[config.mk]
export PLATFORM = sky130hd
export DESIGN_NAME = ram_port_arbiter_flat
export DESIGN_NICKNAME = d
export VERILOG_FILES = /design/src/rtl/ram_port_arbiter_if.sv /design/src/rtl/ram_port_arbiter.sv /design/src/flat_wrapper.sv
export SDC_FILE = /design/constraint.sdc
export NUM_CORES = 1
export LEC_CHECK = 0
export ABC_CLOCK_PERIOD_IN_PS = 1400
export CAP_MARGIN = 20
export CORE_AREA = 2 2 121 123
export CTS_BUF_LIST = sky130_fd_sc_hd__clkbuf_16
export DETAILED_ROUTE_END_ITERATION = 8
export DIE_AREA = 0 0 123 125
export DONT_BUFFER_PORTS = 1
export GPL_TIMING_DRIVEN = 0
export MAX_ROUTING_LAYER = met4
export SYNTH_ARGS = -nofsm -noshare
export SYNTH_HDL_FRONTEND = slang
export SYNTH_SLANG_ARGS = --single-unit
[constraint.sdc]
create_clock -name clk_i -period 1.4 [get_ports clk_i]
set_clock_uncertainty 0.05 [all_clocks]
set_input_delay 0.21 -clock clk_i [delete_from_list [all_inputs] [get_ports clk_i]]
set_output_delay 0.21 -clock clk_i [all_outputs]
set_load 0.02 [all_outputs]
[src/rtl/ram_port_arbiter_if.sv]
// Bundle between two requesting masters, the arbiter and one RAM port.
// The arbiter uses the slave view; the driving side uses the master view.
interface ram_port_arbiter_if;
  logic        m0_req_i, m1_req_i;
  logic        m0_we_i, m1_we_i;
  logic [31:0] m0_addr_bi, m1_addr_bi;
  logic [31:0] m0_wdata_bi, m1_wdata_bi;
  logic [3:0]  m0_be_bi, m1_be_bi;
  logic        m0_ack_o, m1_ack_o;
  logic        m0_resp_o, m1_resp_o;
  logic [31:0] m0_rdata_bo, m1_rdata_bo;
  logic        s_req_o, s_we_o;
  logic [31:0] s_addr_bo, s_wdata_bo;
  logic [3:0]  s_be_bo;
  logic        s_ack_i, s_resp_i;
  logic [31:0] s_rdata_bi;

  modport slave (
    input  m0_req_i, m1_req_i, m0_we_i, m1_we_i,
    input  m0_addr_bi, m1_addr_bi,
    input  m0_wdata_bi, m1_wdata_bi,
    input  m0_be_bi, m1_be_bi,
    output m0_ack_o, m1_ack_o,
    output m0_resp_o, m1_resp_o,
    output m0_rdata_bo, m1_rdata_bo,
    output s_req_o, s_we_o, s_addr_bo,
    output s_wdata_bo, s_be_bo,
    input  s_ack_i, s_resp_i, s_rdata_bi
  );

  modport master (
    output m0_req_i, m1_req_i, m0_we_i, m1_we_i,
    output m0_addr_bi, m1_addr_bi,
    output m0_wdata_bi, m1_wdata_bi,
    output m0_be_bi, m1_be_bi,
    input  m0_ack_o, m1_ack_o,
    input  m0_resp_o, m1_resp_o,
    input  m0_rdata_bo, m1_rdata_bo,
    input  s_req_o, s_we_o, s_addr_bo,
    input  s_wdata_bo, s_be_bo,
    output s_ack_i, s_resp_i, s_rdata_bi
  );
endinterface

[src/rtl/ram_port_arbiter.sv]
// Two-master arbiter for one RAM port with a single outstanding-read slot.
// Define RAM_PORT_ARBITER_PARITY_EN to add response error capture.
module ram_port_arbiter #(
  parameter string       FIXED_PRIO = "NO",
  parameter int unsigned RR_INIT    = 0
) (
  input  logic clk_i,
  input  logic rst_i,
  ram_port_arbiter_if.slave bus
`ifdef RAM_PORT_ARBITER_PARITY_EN
  ,
  input  logic        s_irq_i,
  input  logic        err_clr_i,
  output logic        err_valid_o,
  output logic        err_master_o,
  output logic [31:0] err_addr_bo,
  output logic [7:0]  err_cnt_bo
`endif
);

  localparam bit FIXED = (FIXED_PRIO == "YES");
  localparam bit RR0   = (RR_INIT != 0);

  logic prio_q, prio_d;
  logic pend_vld_q, pend_vld_d;
  logic pend_id_q, pend_id_d;
  logic gnt_vld, gnt_id, prio_eff;
  logic sel_we, acc_rd, resp_ok;

  always_comb begin
    prio_eff = FIXED ? 1'b0 : prio_q;
    gnt_vld  = bus.m0_req_i | bus.m1_req_i;
    gnt_id   = (bus.m0_req_i & bus.m1_req_i)
             ? prio_eff : bus.m1_req_i;
  end

  always_comb begin
    bus.s_req_o    = 1'b0;
    bus.s_we_o     = 1'b0;
    bus.s_addr_bo  = '0;
    bus.s_wdata_bo = '0;
    bus.s_be_bo    = '0;
    sel_we         = 1'b0;
    if (gnt_vld && !gnt_id) begin
      sel_we         = bus.m0_we_i;
      bus.s_req_o    = 1'b1;
      bus.s_we_o     = bus.m0_we_i;
      bus.s_addr_bo  = bus.m0_addr_bi;
      bus.s_wdata_bo = bus.m0_wdata_bi;
      bus.s_be_bo    = bus.m0_be_bi;
    end else if (gnt_vld) begin
      sel_we         = bus.m1_we_i;
      bus.s_req_o    = 1'b1;
      bus.s_we_o     = bus.m1_we_i;
      bus.s_addr_bo  = bus.m1_addr_bi;
      bus.s_wdata_bo = bus.m1_wdata_bi;
      bus.s_be_bo    = bus.m1_be_bi;
    end
  end

  always_comb begin
    bus.m0_ack_o    = bus.s_ack_i & gnt_vld & ~gnt_id;
    bus.m1_ack_o    = bus.s_ack_i & gnt_vld & gnt_id;
    acc_rd          = bus.s_ack_i & gnt_vld & ~sel_we;
    // a response landing while reset is high is dropped
    resp_ok         = bus.s_resp_i & pend_vld_q & ~rst_i;
    bus.m0_resp_o   = resp_ok & ~pend_id_q;
    bus.m1_resp_o   = resp_ok & pend_id_q;
    bus.m0_rdata_bo = bus.s_rdata_bi;
    bus.m1_rdata_bo = bus.s_rdata_bi;
  end

  always_comb begin
    prio_d     = bus.s_ack_i ? ~prio_q : prio_q;
    pend_vld_d = pend_vld_q;
    pend_id_d  = pend_id_q;
    if (acc_rd) begin
      pend_vld_d = 1'b1;
      pend_id_d  = gnt_id;
    end else if (bus.s_resp_i) begin
      pend_vld_d = 1'b0;
    end
  end

  always_ff @(posedge clk_i) begin
    if (rst_i) begin
      prio_q     <= RR0;
      pend_vld_q <= 1'b0;
      pend_id_q  <= 1'b0;
    end else begin
      prio_q     <= prio_d;
      pend_vld_q <= pend_vld_d;
      pend_id_q  <= pend_id_d;
    end
  end

`ifdef RAM_PORT_ARBITER_PARITY_EN
  logic [31:0] pend_addr_q, pend_addr_d;
  logic        err_vld_q, err_vld_d;
  logic        err_mst_q, err_mst_d;
  logic [31:0] err_addr_q, err_addr_d;
  logic [7:0]  err_cnt_q, err_cnt_d;
  logic        err_hit;

  always_comb begin
    pend_addr_d = acc_rd ? bus.s_addr_bo : pend_addr_q;
    err_hit     = bus.s_resp_i & pend_vld_q & s_irq_i;
    err_vld_d   = err_vld_q;
    err_mst_d   = err_mst_q;
    err_addr_d  = err_addr_q;
    err_cnt_d   = err_cnt_q;
    if (err_hit) begin
      // a clear in the same cycle restarts from this error
      if (err_clr_i)
        err_cnt_d = 8'd1;
      else if (err_cnt_q != 8'hFF)
        err_cnt_d = err_cnt_q + 8'd1;
      if (!err_vld_q || err_clr_i) begin
        err_vld_d  = 1'b1;
        err_mst_d  = pend_id_q;
        err_addr_d = pend_addr_q;
      end
    end else if (err_clr_i) begin
      err_vld_d = 1'b0;
      err_cnt_d = 8'd0;
    end
  end

  always_ff @(posedge clk_i) begin
    if (rst_i) begin
      pend_addr_q <= '0;
      err_vld_q   <= 1'b0;
      err_mst_q   <= 1'b0;
      err_addr_q  <= '0;
      err_cnt_q   <= '0;
    end else begin
      pend_addr_q <= pend_addr_d;
      err_vld_q   <= err_vld_d;
      err_mst_q   <= err_mst_d;
      err_addr_q  <= err_addr_d;
      err_cnt_q   <= err_cnt_d;
    end
  end

  assign err_valid_o  = err_vld_q;
  assign err_master_o = err_mst_q;
  assign err_addr_bo  = err_addr_q;
  assign err_cnt_bo   = err_cnt_q;
`endif

endmodule

[src/flat_wrapper.sv]
// flat-port wrapper written by rule: the top's interface ports become plain ports
module ram_port_arbiter_flat 
#(
  parameter string       FIXED_PRIO = "  ",
  parameter int unsigned RR_INIT    = 0
)
  (clk_i, rst_i, bus_m0_req_i, bus_m1_req_i, bus_m0_we_i, bus_m1_we_i, bus_m0_addr_bi, bus_m1_addr_bi, bus_m0_wdata_bi, bus_m1_wdata_bi, bus_m0_be_bi, bus_m1_be_bi, bus_m0_ack_o, bus_m1_ack_o, bus_m0_resp_o, bus_m1_resp_o, bus_m0_rdata_bo, bus_m1_rdata_bo, bus_s_req_o, bus_s_we_o, bus_s_addr_bo, bus_s_wdata_bo, bus_s_be_bo, bus_s_ack_i, bus_s_resp_i, bus_s_rdata_bi);
  ram_port_arbiter_if bus_i ();
  input  logic clk_i;
  input  logic rst_i;
  input wire logic [$bits(bus_i.m0_req_i)-1:0] bus_m0_req_i;
  input wire logic [$bits(bus_i.m1_req_i)-1:0] bus_m1_req_i;
  input wire logic [$bits(bus_i.m0_we_i)-1:0] bus_m0_we_i;
  input wire logic [$bits(bus_i.m1_we_i)-1:0] bus_m1_we_i;
  input wire logic [$bits(bus_i.m0_addr_bi)-1:0] bus_m0_addr_bi;
  input wire logic [$bits(bus_i.m1_addr_bi)-1:0] bus_m1_addr_bi;
  input wire logic [$bits(bus_i.m0_wdata_bi)-1:0] bus_m0_wdata_bi;
  input wire logic [$bits(bus_i.m1_wdata_bi)-1:0] bus_m1_wdata_bi;
  input wire logic [$bits(bus_i.m0_be_bi)-1:0] bus_m0_be_bi;
  input wire logic [$bits(bus_i.m1_be_bi)-1:0] bus_m1_be_bi;
  output wire logic [$bits(bus_i.m0_ack_o)-1:0] bus_m0_ack_o;
  output wire logic [$bits(bus_i.m1_ack_o)-1:0] bus_m1_ack_o;
  output wire logic [$bits(bus_i.m0_resp_o)-1:0] bus_m0_resp_o;
  output wire logic [$bits(bus_i.m1_resp_o)-1:0] bus_m1_resp_o;
  output wire logic [$bits(bus_i.m0_rdata_bo)-1:0] bus_m0_rdata_bo;
  output wire logic [$bits(bus_i.m1_rdata_bo)-1:0] bus_m1_rdata_bo;
  output wire logic [$bits(bus_i.s_req_o)-1:0] bus_s_req_o;
  output wire logic [$bits(bus_i.s_we_o)-1:0] bus_s_we_o;
  output wire logic [$bits(bus_i.s_addr_bo)-1:0] bus_s_addr_bo;
  output wire logic [$bits(bus_i.s_wdata_bo)-1:0] bus_s_wdata_bo;
  output wire logic [$bits(bus_i.s_be_bo)-1:0] bus_s_be_bo;
  input wire logic [$bits(bus_i.s_ack_i)-1:0] bus_s_ack_i;
  input wire logic [$bits(bus_i.s_resp_i)-1:0] bus_s_resp_i;
  input wire logic [$bits(bus_i.s_rdata_bi)-1:0] bus_s_rdata_bi;
  assign bus_i.m0_req_i = bus_m0_req_i;
  assign bus_i.m1_req_i = bus_m1_req_i;
  assign bus_i.m0_we_i = bus_m0_we_i;
  assign bus_i.m1_we_i = bus_m1_we_i;
  assign bus_i.m0_addr_bi = bus_m0_addr_bi;
  assign bus_i.m1_addr_bi = bus_m1_addr_bi;
  assign bus_i.m0_wdata_bi = bus_m0_wdata_bi;
  assign bus_i.m1_wdata_bi = bus_m1_wdata_bi;
  assign bus_i.m0_be_bi = bus_m0_be_bi;
  assign bus_i.m1_be_bi = bus_m1_be_bi;
  assign bus_m0_ack_o = bus_i.m0_ack_o;
  assign bus_m1_ack_o = bus_i.m1_ack_o;
  assign bus_m0_resp_o = bus_i.m0_resp_o;
  assign bus_m1_resp_o = bus_i.m1_resp_o;
  assign bus_m0_rdata_bo = bus_i.m0_rdata_bo;
  assign bus_m1_rdata_bo = bus_i.m1_rdata_bo;
  assign bus_s_req_o = bus_i.s_req_o;
  assign bus_s_we_o = bus_i.s_we_o;
  assign bus_s_addr_bo = bus_i.s_addr_bo;
  assign bus_s_wdata_bo = bus_i.s_wdata_bo;
  assign bus_s_be_bo = bus_i.s_be_bo;
  assign bus_i.s_ack_i = bus_s_ack_i;
  assign bus_i.s_resp_i = bus_s_resp_i;
  assign bus_i.s_rdata_bi = bus_s_rdata_bi;
  ram_port_arbiter #(.FIXED_PRIO(FIXED_PRIO), .RR_INIT(RR_INIT)) u_core (.clk_i(clk_i), .rst_i(rst_i), .bus(bus_i));
endmodule
Yosys cells after proc, flatten, opt, wreduce, memory -nomap -nowiden

Index checks and enable logic that the tools add are counted.
W data, S select, Z words.

Bitwise operators: 15
Muxes and demuxes: 13
Reductions and logical operators: 3

Operators with widths:

| kind                | count |
|---|---|
| $mux W32            | 4 |
| $and A1 B1 Y1       | 9 |
| $mux W4             | 2 |
| $mux W1             | 7 |
| $not A1 Y1          | 5 |
| $reduce_bool A2 Y1  | 1 |
| $logic_and A1 B1 Y1 | 1 |
| $logic_not A1 Y1    | 1 |
| $or A1 B1 Y1        | 1 |

Bits of input ports: 176
Output and inout bits: 138
Flip-flop bits (word level): 3

Depth between registers and ports, before layout

Depth in word-level cells: 8
Depth in mapped cells: 6
Depth with buffers taken out: 3

Worst setup path after synthesis

Ideal clock, no wire load.

Kind: register to output
Start: register u_core.prio_q, in the netlist u_core.prio_eff
End: output bus_s_addr_bo[25]
Arrival: 1.425 ns
Cell stages (with the launch flop): 6
Setup slack: -0.285 ns
Data required time: 1.140 ns
Path through: dfxtp_1 -> nand2b_1 -> buf_2 -> and2_4 -> clkbuf_1 -> o21ai_0

Longest elaborated chain between the ends: 4

RTL lines:

| what                   | RTL line               | text |
|---|---|---|
| start, declared        | ram_port_arbiter.sv:24 | `logic prio_q, prio_d;` |
| start signal, assigned | ram_port_arbiter.sv:91 | `prio_q <= prio_d;` |
| $mux W1                | ram_port_arbiter.sv:34 | `? prio_eff : bus.m1_req_i;` |
| $logic_not A1 Y1       | ram_port_arbiter.sv:44 | `if (gnt_vld && !gnt_id) begin` |
| $logic_and A1 B1 Y1    | ram_port_arbiter.sv:44 |  |
| $mux W32               | ram_port_arbiter.sv:44 |  |
| end, declared          | flat_wrapper.sv:29     | `output wire logic [$bits(bus_i.s_addr_bo)-1:0] bus_s_addr_bo;` |

Every way passes these cells.

Final worst setup path

Start: register u_core.prio_q, in the netlist u_core.prio_eff
End: output bus_s_addr_bo[12]

The elaborated chain is that of the path after synthesis.

==> run summary <==
The die boundary height is 125 um. The quantity of hold-fixing buffers added after cts is 0. Dividing the synthesized area by the synthesized cell count gives 5.53 um2. After synthesis, the largest family of logic cells by area is simple AND/OR/NAND/NOR gates. The analysis attributes to cell leakage a power of 1.36 nW. For the pin with the worst max-slew slack, the measured transition is 0.528 ns. The number of antenna violations at the first check in global routing is 0. From left edge to right edge, the die measures 123 um. Synthesis produced a netlist whose cell count is 326. VDD sags by at most 375 uV. In this run the most critical hold path is launched from rst_i. The number of nets still failing antenna checks after routing came out at 0. The Yosys warning count came out at 0. The summed instance area of the synthesized netlist is 0.00180 mm2. The final max-slew violation count came out at 0. The basic-gate share of the synthesized area counting and, or, nand and nor cells came out at 37.3%. The distinct cell type count after synthesis is 25.

At the later pin of the worst-skew pair, clock insertion delay measures 0.23 ns. The number of cells on the worst reg-to-reg path is 5. The congestion estimate from routability-driven global placement came to 0.816.

Setup repair after global routing could not meet its margin everywhere. The final reports fail on setup timing. Once placement completed, the tool counted placed cells totaling 510. For hold timing, the worst endpoint is u_core.prio_eff.

The fraction of registers with async set or reset after synthesis is 0%. The worst setup path is captured at a primary output. The number of placed I/O pins came out at 314. The xor and xnor area share after synthesis came out at 0.486%. The final setup violation count is 70.

The CTS H-tree depth came out at 1. The antenna cell count came out at 0. Across every metal layer, demand over resource in global routing totals 11.3%. The share of the Yosys chip area taken by registers is 3.33%. Counting instances, the worst hold path has a depth of 1. The endpoint identified for the worst register-to-register timing path is u_core.pend_vld_q.

The required time reported for the critical path endpoint came out at 1.14 ns. The clock tree from TritonCTS is done. After layout, the worst setup slack is -0.285 ns. The kind of launch point of the worst setup path is a register. The number of fill cells in the layout is 1529. The die footprint is 0.0154 mm2.

The post-synthesis mux area share came out at 0%. Entering global routing, the biggest net connects 11 pins. Once layout is complete, the cells apart from fillers number 530.

The launch instance of the worst register-to-register path is u_core.prio_eff. The first global-routing pass estimated 12900 um of wire. The number of nets in the layout came out at 523. Synthesis inferred 3 register bits. The core region is 0.0142 mm2. Timing would allow up to 0.594 GHz. Across the run, the number of max-cap violations was 0. The worst-case clock buffer depth came out at 2.

Summed over all layers, the routed wires come to 9440 um. The total congestion overflow after global routing is 0. The data arrival time of the critical path came out at 1.42 ns.

The CTS buffer count came out at 3. The compound-cell area share of the yosys netlist came out at 23.5%. The share of the clock period used by the worst path after layout is 120%. The share of final-layout standard cells stronger than drive strength 1 came out at 55.5%. The area growth from synthesis to layout is 88.6%. The starting density of the core came out at 12.7%. The HPWL after detailed placement is 7560 um. The via count of the first global-routing pass is 2378. The synthesized-area fraction occupied by adder cells came out at 0%. For this design the ratio of total power to cell area is 663 mW/mm2. The cell at the root of the clock tree is clkbuf_16. The mean number of vias per cell came out at 4.42. The number of flops mapped to enable cells by yosys came out at 0. The worst hold path belongs to the class input pin to register. The count of port buffers added during placement is 0. The clock transition time at the flip-flop clock pins of the worst setup and hold paths came out at 0.03 ns. The run finished, with violations left. The synthesized net count came out at 502. The number of rows created at floorplan came out at 44. The detailed-route wire length per cell came out at 17.8 um. The critical path in this run is classified as register to primary output. The count of vias placed by the detailed router is 2340. The iteration-0 DRC count of the detailed router came out at 66. The worst hold margin is 0.00622 ns. The final period demand of the worst path is 1.68 ns. The count of unresolved DRC violations after routing came out at 0. Of all nets on the critical path, the largest fanout is 10. The detailed-routing iteration count for the pre-antenna-repair pass is 4.

The worst register-to-register path has a setup slack of 0.10 ns. The clock drives 3 sinks. The primary flip-flop cell chosen by synthesis mapping is dfxtp_1. Measured against its own limit, the worst slew margin works out to 64.8%. The final hold violation count came out at 0.
==> sequential cells by signal, summed over array words and instances, names as in the netlist <==
| register | flops |
|---|---|
| u_core.pend_id_q | 1 |
| u_core.pend_vld_q | 1 |
| u_core.prio_eff | 1 |
==> layout by cell type, fill, tap and decap left out, types with 5 or more instances in the layout <==
cell	instances
buf_6	5
o21ai_4	69
buf_12	5
clkbuf_4	6
nand3_2	10
clkbuf_1	7
nand2_1	71
nand3_1	59
clkbuf_16	11
buf_4	73
==> power by group <==
group	switching, mW	internal (mW)	leakage, nW
sequential	0.00409	0.0934	0.0250
combinational	1.04	0.662	1.29
clock	0.0855	0.369	0.0423
==> metrics by stage <==
step	TNS, ns	worst slack (ns)	power [mW]	util (%)	instance area [um2]
2_1_floorplan	-0.625	-0.0625	1.40	-	2550
3_3_place_gp	-27.46	-0.534	1.54	19.6	2780
6_report	-17.37	-0.285	2.25	23.9	3400
5_1_grt	-20.62	-0.326	2.36	23.9	3400
3_5_place_dp	-27.58	-0.529	1.56	19.6	2780
4_1_cts	-21.40	-0.361	2.24	23.3	3310
==> layer usage <==
| layer | global-route usage, % | part of all wire (%) | routed length [um] |
|---|---|---|---|
| met5 | - | 0 | 0 |
| met4 | 2.41 | 0.90 | 85 |
| met3 | 0.502 | 7.1 | 674 |
| met2 | 22.8 | 57 | 5400 |
| met1 | 11.7 | 35 | 3280 |
==> kinds of logic after synthesis <==
logic type,after synthesis
flops,3
simple gates,150
xor+xnor,1
buf+inv,98
compound gates,74
==> worst max path at each step <==
stage          cells after the start       startpoint  slack (ns)            endpoint
2_1_floorplan                      6  u_core.prio_eff       -0.06      bus_s_be_bo[0]
3_3_place_gp                       6     bus_m1_req_i       -0.53      bus_s_be_bo[2]
3_5_place_dp                       6     bus_m1_req_i       -0.53  bus_s_wdata_bo[26]
4_1_cts                            5  u_core.prio_eff       -0.36   bus_s_addr_bo[17]
5_1_grt                            6  u_core.prio_eff       -0.33   bus_s_addr_bo[17]
6_report                           5  u_core.prio_eff       -0.28   bus_s_addr_bo[12]
==> critical path, stage by stage (launching register included) <==
cell	delay [ns]
dfxtp_2	0.31
nand2b_4	0.16
and2_4	0.18
buf_6	0.14
clkbuf_16	0.18
o21ai_4	0.22
==> synth_stat cells, types with 2 or more instances <==
cell type / count / area [um2]
inv_1: 3 / 11.3
nand2b_1: 2 / 12.5
nor3_1: 2 / 10.0
o21ai_2: 10 / 87.6
o21ai_1: 12 / 60.1
buf_6: 2 / 22.5
nand3_1: 69 / 345
clkbuf_1: 17 / 63.8
buf_4: 64 / 480
nand2_1: 71 / 267
buf_2: 11 / 55.1
and3_1: 2 / 12.5
dfxtp_1: 3 / 60.1
o21ai_0: 47 / 235
==> layout make-up <==
cell class	instances	area (um2)	area share [%]
Buffer	92	793	23.3
Clock buffer	3	75.1	2.21
Clock inverter	1	3.75	0.110
Inverter	3	11.3	0.331
Multi-Input combinational cell	225	1920	56.6
Sequential cell	3	61.3	1.80
Tap cell	184	230	6.77
Timing Repair Buffer	19	302	8.87
==> what timing repair did <==
item / 4_1_cts / 5_1_grt
pin swaps: 42 / 9
resized for setup: 44 / 27
buffers inserted: 13 / 0
gates cloned: 5 / 1
endpoints found under the setup margin: 73 / 70
Note: power is estimated with default switching activity, not from simulation.
